**config.mk**
```make
export PLATFORM = sky130hd
export DESIGN_NAME = spi_xfer_ctrl
export DESIGN_NICKNAME = d
export VERILOG_FILES = /design/src/rtl/spi_xfer_ctrl.sv
export SDC_FILE = /design/constraint.sdc
export NUM_CORES = 1
export LEC_CHECK = 0
export ABC_AREA = 1
export BUFFER_PORTS_ARGS = -buffer_cell sky130_fd_sc_hd__buf_2
export CAP_MARGIN = 0
export CORE_ASPECT_RATIO = 0.6
export CORE_MARGIN = 2
export CORE_UTILIZATION = 31
export DETAILED_ROUTE_END_ITERATION = 12
export GPL_TIMING_DRIVEN = 0
export PLACE_DENSITY = 0.52
export SLEW_MARGIN = 0
export SYNTH_ARGS = -nofsm -noshare
export SYNTH_HDL_FRONTEND = slang
export SYNTH_SLANG_ARGS = --single-unit
```
**constraint.sdc**
```tcl
create_clock -name clk -period 2.6 [get_ports clk]
set_input_delay 0.13 -clock clk [delete_from_list [all_inputs] [get_ports clk]]
set_output_delay 0.13 -clock clk [all_outputs]
set_load 0.005 [all_outputs]
```
**src/rtl/spi_xfer_ctrl.sv**
```systemverilog
// SPI burst sequencer: TX/RX byte FIFOs feeding the byte engine, owns ss_n across a burst.
// m_start is same-cycle from ISSUE state plus m_tx_ready; writes to a full TX and pushes to a full RX are dropped and flagged.

module spi_xfer_ctrl_fifo #(
    parameter int DEPTH = 8,
    parameter int W     = 8,
    parameter int LW    = $clog2(DEPTH) + 1
) (
    input  logic          clk,
    input  logic          reset,
    input  logic          push,
    input  logic [W-1:0]  push_dat,
    input  logic          pop,
    output logic [W-1:0]  head_dat,
    output logic [LW-1:0] level,
    output logic          full,
    output logic          empty
);
    localparam int AW = $clog2(DEPTH);

    logic [W-1:0]  mem_q [DEPTH];
    logic [AW-1:0] wr_ptr_q, wr_ptr_d;
    logic [AW-1:0] rd_ptr_q, rd_ptr_d;
    logic [LW-1:0] level_q, level_d;
    logic          do_push, do_pop;

    assign full     = (level_q == LW'(DEPTH));
    assign empty    = (level_q == '0);
    assign do_push  = push && !full;
    assign do_pop   = pop && !empty;
    assign level    = level_q;
    assign head_dat = empty ? '0 : mem_q[rd_ptr_q];

    // Pointers wrap naturally because DEPTH is a power of two.
    always_comb begin
        wr_ptr_d = wr_ptr_q;
        rd_ptr_d = rd_ptr_q;
        if (do_push) wr_ptr_d = wr_ptr_q + 1'b1;
        if (do_pop)  rd_ptr_d = rd_ptr_q + 1'b1;
        level_d = level_q + LW'(do_push) - LW'(do_pop);
    end

    always_ff @(posedge clk or posedge reset) begin
        if (reset) begin
            wr_ptr_q <= '0;
            rd_ptr_q <= '0;
            level_q  <= '0;
        end else begin
            wr_ptr_q <= wr_ptr_d;
            rd_ptr_q <= rd_ptr_d;
            level_q  <= level_d;
        end
    end

    always_ff @(posedge clk) begin
        if (do_push) mem_q[wr_ptr_q] <= push_dat;
    end
endmodule

module spi_xfer_ctrl #(
    parameter int FIFO_DEPTH   = 8,
    parameter int CS_SETUP_CYC = 50,
    parameter int CS_HOLD_CYC  = 50,
    parameter int LW           = $clog2(FIFO_DEPTH) + 1
) (
    input  logic          clk,
    input  logic          reset,
    input  logic          enable,
    input  logic          cs_keep,
    input  logic          tx_wr_en,
    input  logic [7:0]    tx_wr_data,
    output logic          tx_full,
    output logic [LW-1:0] tx_level,
    input  logic          rx_rd_en,
    output logic [7:0]    rx_rd_data,
    output logic          rx_empty,
    output logic [LW-1:0] rx_level,
    input  logic          err_clr,
    output logic          tx_overflow,
    output logic          rx_overflow,
    output logic          busy,
    output logic          ss_n,
    output logic          m_start,
    output logic [7:0]    m_tx_data,
    input  logic          m_tx_ready,
    input  logic [7:0]    m_rx_data,
    input  logic          m_done
);
    localparam int CMAX = (CS_SETUP_CYC > CS_HOLD_CYC) ? CS_SETUP_CYC : CS_HOLD_CYC;
    localparam int CW   = $clog2(CMAX + 1);

    typedef enum logic [2:0] {
        S_IDLE, S_SETUP, S_ISSUE, S_WAIT, S_PARK, S_HOLD
    } state_t;

    state_t        state_q, state_d;
    logic [CW-1:0] cnt_q, cnt_d;
    logic          ss_n_q, ss_n_d;
    logic          busy_q, busy_d;
    logic          tx_overflow_q, tx_overflow_d;
    logic          rx_overflow_q, rx_overflow_d;
    logic          tx_empty, rx_full, rx_push;

    spi_xfer_ctrl_fifo #(.DEPTH(FIFO_DEPTH), .W(8), .LW(LW)) u_tx_fifo (
        .clk      (clk),
        .reset    (reset),
        .push     (tx_wr_en),
        .push_dat (tx_wr_data),
        .pop      (m_start),
        .head_dat (m_tx_data),
        .level    (tx_level),
        .full     (tx_full),
        .empty    (tx_empty)
    );

    spi_xfer_ctrl_fifo #(.DEPTH(FIFO_DEPTH), .W(8), .LW(LW)) u_rx_fifo (
        .clk      (clk),
        .reset    (reset),
        .push     (rx_push),
        .push_dat (m_rx_data),
        .pop      (rx_rd_en),
        .head_dat (rx_rd_data),
        .level    (rx_level),
        .full     (rx_full),
        .empty    (rx_empty)
    );

    // Start is combinational so the byte handed over is the head before the pop.
    assign m_start     = (state_q == S_ISSUE) && m_tx_ready;
    assign rx_push     = (state_q == S_WAIT) && m_done;
    assign ss_n        = ss_n_q;
    assign busy        = busy_q;
    assign tx_overflow = tx_overflow_q;
    assign rx_overflow = rx_overflow_q;

    always_comb begin
        state_d = state_q;
        cnt_d   = cnt_q;
        case (state_q)
            S_IDLE:  if (enable && !tx_empty) state_d = S_SETUP;
            S_SETUP: begin
                if (cnt_q == CW'(CS_SETUP_CYC - 1)) state_d = S_ISSUE;
                else                                cnt_d   = cnt_q + 1'b1;
            end
            S_ISSUE: if (m_tx_ready) state_d = S_WAIT;
            S_WAIT: begin
                if (m_done) begin
                    if (enable && !tx_empty)    state_d = S_ISSUE;
                    else if (enable && cs_keep) state_d = S_PARK;
                    else                        state_d = S_HOLD;
                end
            end
            S_PARK: begin
                if (enable && !tx_empty)     state_d = S_ISSUE;
                else if (!enable || !cs_keep) state_d = S_HOLD;
            end
            S_HOLD: begin
                if (cnt_q == CW'(CS_HOLD_CYC - 1)) state_d = S_IDLE;
                else                               cnt_d   = cnt_q + 1'b1;
            end
            default: state_d = S_IDLE;
        endcase
        // Delay counters always start from zero on state entry.
        if (state_d != state_q) cnt_d = '0;

        ss_n_d = (state_d == S_IDLE);
        busy_d = (state_d != S_IDLE);

        tx_overflow_d = tx_overflow_q;
        if (err_clr)            tx_overflow_d = 1'b0;
        if (tx_wr_en && tx_full) tx_overflow_d = 1'b1;

        rx_overflow_d = rx_overflow_q;
        if (err_clr)            rx_overflow_d = 1'b0;
        if (rx_push && rx_full) rx_overflow_d = 1'b1;
    end

    always_ff @(posedge clk or posedge reset) begin
        if (reset) begin
            state_q       <= S_IDLE;
            cnt_q         <= '0;
            ss_n_q        <= 1'b1;
            busy_q        <= 1'b0;
            tx_overflow_q <= 1'b0;
            rx_overflow_q <= 1'b0;
        end else begin
            state_q       <= state_d;
            cnt_q         <= cnt_d;
            ss_n_q        <= ss_n_d;
            busy_q        <= busy_d;
            tx_overflow_q <= tx_overflow_d;
            rx_overflow_q <= rx_overflow_d;
        end
    end
endmodule

```
## Word-level counts from Yosys, hierarchy flattened

Memories as Yosys holds them, arrays and structs flattened.
Cells that the tools add are included.
Widths: inputs -> output; s select.

| storage, ports and cells | value |
|---|---|
| logic and storage cells | 82 |
| input port bits | 25 |
| memories | 2 |
| output and inout port bits | 31 |
| register bits | 33 |
| RAM bits | 128 |

| operators by class | value |
|---|---|
| reductions and logical operators | 27 |
| $add $sub $neg | 9 |
| equality and inequality tests | 10 |
| muxes and demuxes | 22 |

Memories:

| memory | depth | width | read ports | clocked after Yosys merged registers in | wr ports | line | source |
|---|---|---|---|---|---|---|---|
| u_rx_fifo.mem_q | 8 | 8 | 1 | 0 | 1 | 21 | `logic [W-1:0] mem_q [DEPTH];` |
| u_tx_fifo.mem_q | 8 | 8 | 1 | 0 | 1 | 21 |  |

Operators by type and width:

| kind | count |
|---|---|
| $mux 3 | 8 |
| $mux 6 | 3 |
| $pmux 3 s6 | 1 |
| $mux 8 | 2 |
| $add 3x1->3 const B | 4 |
| $logic_and 1x1->1 | 10 |
| $add 4x1->4 | 2 |
| $eq 4x4->1 const B | 2 |
| $logic_not 4->1 | 2 |
| $mux 1 | 8 |
| $sub 4x1->4 | 2 |
| $add 6x1->6 const B | 1 |
| $eq 3x2->1 const B | 2 |
| $eq 3x3->1 const B | 2 |
| $eq 6x6->1 const B | 1 |
| $logic_not 1->1 | 6 |
| $logic_not 3->1 | 2 |
| $reduce_bool 2->1 | 3 |
| $eq 3x1->1 const B | 1 |
| $ne 3x3->1 | 1 |
| $reduce_bool 3->1 | 1 |
| $ne 2x1->1 const B | 1 |
| $reduce_and 2->1 | 1 |
| $reduce_or 2->1 | 1 |
| $logic_or 1x1->1 | 1 |

## Depth between registers and ports, before layout

| logic depth | value |
|---|---|
| depth after elaboration | 9 |
| gate-level depth with buffers | 12 |
| gate-level depth less buffers | 12 |

## Modules after synthesis

A second synthesis with hierarchy kept.

| second synthesis, totals | value |
|---|---|
| cell total of the unflattened synthesis | 794 |
| area, all modules | 7658.6 um^2 |

By module, submodules not included:

| module | area each (um^2) | seq. area each (um^2) | cells an instance | times used |
|---|---|---|---|---|
| spi_xfer_ctrl_fifo | 3435.8 | 2172.1 | 349 | 2 |
| spi_xfer_ctrl | 787.0 | 326.6 | 96 | 1 |

## Worst setup path after synthesis

No wires, ideal clock.

| timing path | value |
|---|---|
| kind | flip-flop to flip-flop |
| start | register u_rx_fifo.level_q[2], in the netlist u_rx_fifo.level[2] |
| end | register u_rx_fifo.level_q[2], in the netlist u_rx_fifo.level[2] |
| data arrival time | 1.973 ns |
| clock period less this slack | 2.095 ns |
| slack | 0.505 ns |
| path buffers | 0 |
| stages on the path, launching flop included | 12 |
| data required time | 2.477 ns |
| setup time | 0.123 ns |
| cells stage by stage | dfrtp_1 inv_1 ha_1 nand3_1 nand2_1 inv_1 ha_1 inv_1 ha_1 inv_1 fa_1 xnor2_1 |

| on the way | value |
|---|---|
| elaborated cells on any way between the ends | 8 |
| those cells by class | add/sub (2); eq/ne (1); reduce/logical (5) |

RTL lines:

| item | line | source |
|---|---|---|
| from (decl) | 24 | `logic [LW-1:0] level_q, level_d;` |
| from (signal assigned) | 51 | `level_q <= level_d;` |
| $logic_not 4->1 | 28 | `assign empty = (level_q == '0);` |
| $logic_not 1->1 | 30 | `assign do_pop = pop && !empty;` |
| $logic_and 1x1->1 | 30 |  |
| net u_rx_fifo.do_pop | 25 | `logic do_push, do_pop;` |
| $sub 4x1->4 | 40 | `level_d = level_q + LW'(do_push) - LW'(do_pop);` |
| net u_rx_fifo.level_d[2] | 24 |  |

The timed path passes the listed nets, and every way through them passes these cells.
A chain may end at the register's enable or synchronous reset.

## Final worst setup path

| timing path | value |
|---|---|
| start | register state_q[2] |
| end | memory u_rx_fifo.mem_q[6][3] (enable) |

| on the way | value |
|---|---|
| longest elaborated chain between the ends | 5 |

Ends and longest elaborated chain:

| item | line | source |
|---|---|---|
| from (decl) | 96 | `state_t state_q, state_d;` |
| from (signal assigned) | 187 | `state_q <= state_d;` |
| $eq 3x2->1 | 130 | `assign rx_push = (state_q == S_WAIT) && m_done;` |
| $logic_and 1x1->1 | 130 |  |
| $logic_and 1x1->1 | 29 | `assign do_push = push && !full;` |
| $mux 1 | 56 | `if (do_push) mem_q[wr_ptr_q] <= push_dat;` |
| $mux 1 (not written as such) | 56 |  |
| to (decl) | 21 |  |

Every way passes these cells.

==> reports/metrics.cfg <==
[power]
p_switching_mw=2.53
pwr-share-seq_pct=42.6
sw_frac_of_total_pct=32.7
p_leak_nw=3.22
finalPower_mw=7.73
pwr-share-clk_pct=30.3
intPower_mw=5.21
p_per_area_mw_per_mm2=932
combPwrFrac_pct=27.1
vdd_ir_drop_max_mv=0.424

[clock_network]
clock_sinks=161
clk_latency_ns=0.43
cts_buffers=17
cts_root_buf=clkbuf_16
cts_tree=built
clk_pin_slew_ns=0.06
clock_path_buffers=2
htreeDepth=4
post_cts_buffers=0

[synthesis]
syn_area_per_cell_sq_um=11.6
ys.flop_type=edfxtp_1
synth_fp_nets=637
seq_area_frac_synth_pct=67.9
async_flop_share_pct=20.5
synthesis.area_sq_mm=0.00688
synth_edf_count=128
ys_ff_latch=161
synth_cell_types=33
yosys_warnings=0
syn-instance-count=592

[global_routing]
track_usage_pct=14.8
antenna_found_initial=0
overflow=0
grt_max_degree=23
grt_pass1_vias=4671
grt_pass1_wl_um=25800

[die]
io_pins=56
die-area_sq_mm=0.0234
die_w_um=196
num_rows=42
fp.dieH_um=119
initial_core_util_pct=31.4
coreArea_sq_mm=0.0219

[setup_path]
critPathLaunchType=register
crit_path_top_delay_cell=nor2_1
cp.depth=7
reg2reg_slack_ns=0.13
worst_path_largest_cell_delay_ns=0.70
crit_family=simple AND/OR/NAND/NOR gates
r2r_start=state_q[2]
required_ns=2.65
critPathKind=reg2reg
cp_cell_sequence=buf_4 > clkinv_2 > nand4_1 > inv_1 > nand2_1 > or2_1 > nor2_1
r2r_cells=7
crit_path_max_fanout=8
crit_end=u_rx_fifo.mem_q[6][3]
crit_start=state_q[2]
reg2reg_to=u_rx_fifo.mem_q[6][3]
crit_arrival_ns=2.52
critPathBufInv=3
cp-end-kind=register

[timing]
min_period_over_period_pct=94.9
finClkSkew_ns=0.00884
fmax_mhz=405
worstMarginPinSlew_ns=0.992
setup_ws_ns=0.131
min_period_ns=2.47
hold_viol_final=0
setup_viol=0
setup-tns-final_ns=0
maxSlewHeadroom_pct=33.7
hold_ws_ns=0.0234
rsz0062_at_grt=yes
timing.final.max_slew_violations=0

[detailed_routing]
ant_nets=0
firstDrtPassIters=4
drt_wl_total_um=16400
vias=4720
drc_errors=0
wire_per_inst_um=16.7
drt-initial-drc-count=406
viasPerCell=4.79

[final_layout]
final_area_sq_mm=0.00830
synthToLayoutAreaGrowth_pct=20.6
antenna_cells=0
layout_commonest_cell=edfxtp_1
final_cell_count_no_fill=985
n_fill_cell=2027
nets=731
post-route-util_pct=37.9
drive_gt1_share_pct=18.0
final_cell_mix=edfxtp_1 (128), nor2_1 (114), o21ai_0 (86)

[status]
status=complete, no violations

[place]
dp.cells=934
port_buffers=55
placed_area_sq_mm=0.00755
pre_cts_slack_ns=-0.309
dp_hpwl_um=11700
gp_congestion=0.776

[run]
maxCapViolations=0

[worst_hold_path]
min_path_type=in2reg

[power by group through the flow]
stage          sequential (mW)  clock [mW]  combinational (mW)
2_1_floorplan             3.30           0                1.32
3_3_place_gp              3.33           0                2.01
3_5_place_dp              3.35           0                2.06
4_1_cts                   3.30        2.39                2.10
5_1_grt                   3.33        2.49                2.38
6_report                  3.30        2.34                2.09
[metal layers]
layer	wire length, um	track usage [%]
met3	1170	3.85
met2	6930	20.9
met5	0	0
met1	8170	21.8
met4	165	4.88
[layout make-up]
type	count	area, sq um	area share, %
flip-flops and latches	161	4670	56.3
well taps	286	358	4.31
repair buffers	75	493	5.94
multi-input cells	363	1960	23.6
clock buffers	19	433	5.22
plain buffers	21	97.6	1.18
inverters	47	178	2.14
clock inverters	13	111	1.34
[cells by family (layout without fill, tap and decap cells)]
group                      Yosys count  count (layout)  synth area share [%]
and+or+nand+nor                    203             203                  12.5
DFF                                161             161                  67.9
buffers and inverters               68             175                  4.00
AOI/OAI and AO/OA                  125             125                  9.89
adders and majority gates           20              20                  3.85
xor gates and xnor gates            15              15                  1.91
[state kept, by name, indices dropped and copies added (netlist names), 3 cells and up]
name	count
cnt_q	6
state_q	3
u_rx_fifo.level	4
u_rx_fifo.mem_q	64
u_rx_fifo.rd_ptr_q	3
u_rx_fifo.wr_ptr_q	3
u_tx_fifo.level	4
u_tx_fifo.mem_q	64
u_tx_fifo.rd_ptr_q	3
u_tx_fifo.wr_ptr_q	3
[synthesized netlist by cell type (2+ instances only)]
cell      count  area share, %
inv_1        41            2.2
a21oi_1       3           0.22
nand2_1      48            2.6
o22ai_1      17            1.5
buf_2        12           0.87
o21ai_0      86            6.3
nand4_1       3           0.27
dfrtp_1      32             12
nand2_2       2           0.18
edfxtp_1    128             56
nand3_2       2           0.29
fa_1          2           0.58
nor3_1        3           0.22
ha_1         18            3.3
xnor2_1       5           0.64
inv_2         5           0.27
nor2_1      116            6.3
xor2_1       10            1.3
nor2_2        8           0.73
or2_2         2           0.18
nand3_1      15            1.1
a31oi_1      16            1.5
clkbuf_1      8           0.44
[what timing repair did]
action,CTS,global route
endpoints found under the hold margin,133,0
hold buffers,19,0
gates resized for setup,1,3
setup endpoints to repair,8,66
[worst min path at each step]
| stage | end | cells after the start | start |
|---|---|---|---|
| 2_1_floorplan | u_rx_fifo.mem_q[0][0] | 0 | m_rx_data[0] |
| 3_3_place_gp | tx_overflow | 2 | err_clr |
| 3_5_place_dp | u_rx_fifo.rd_ptr_q[0] | 2 | reset |
| 4_1_cts | u_tx_fifo.mem_q[0][0] | 1 | tx_wr_data[0] |
| 5_1_grt | u_tx_fifo.mem_q[4][0] | 1 | tx_wr_data[0] |
| 6_report | u_tx_fifo.mem_q[0][0] | 1 | tx_wr_data[0] |
(Power assumes the default switching activity.)
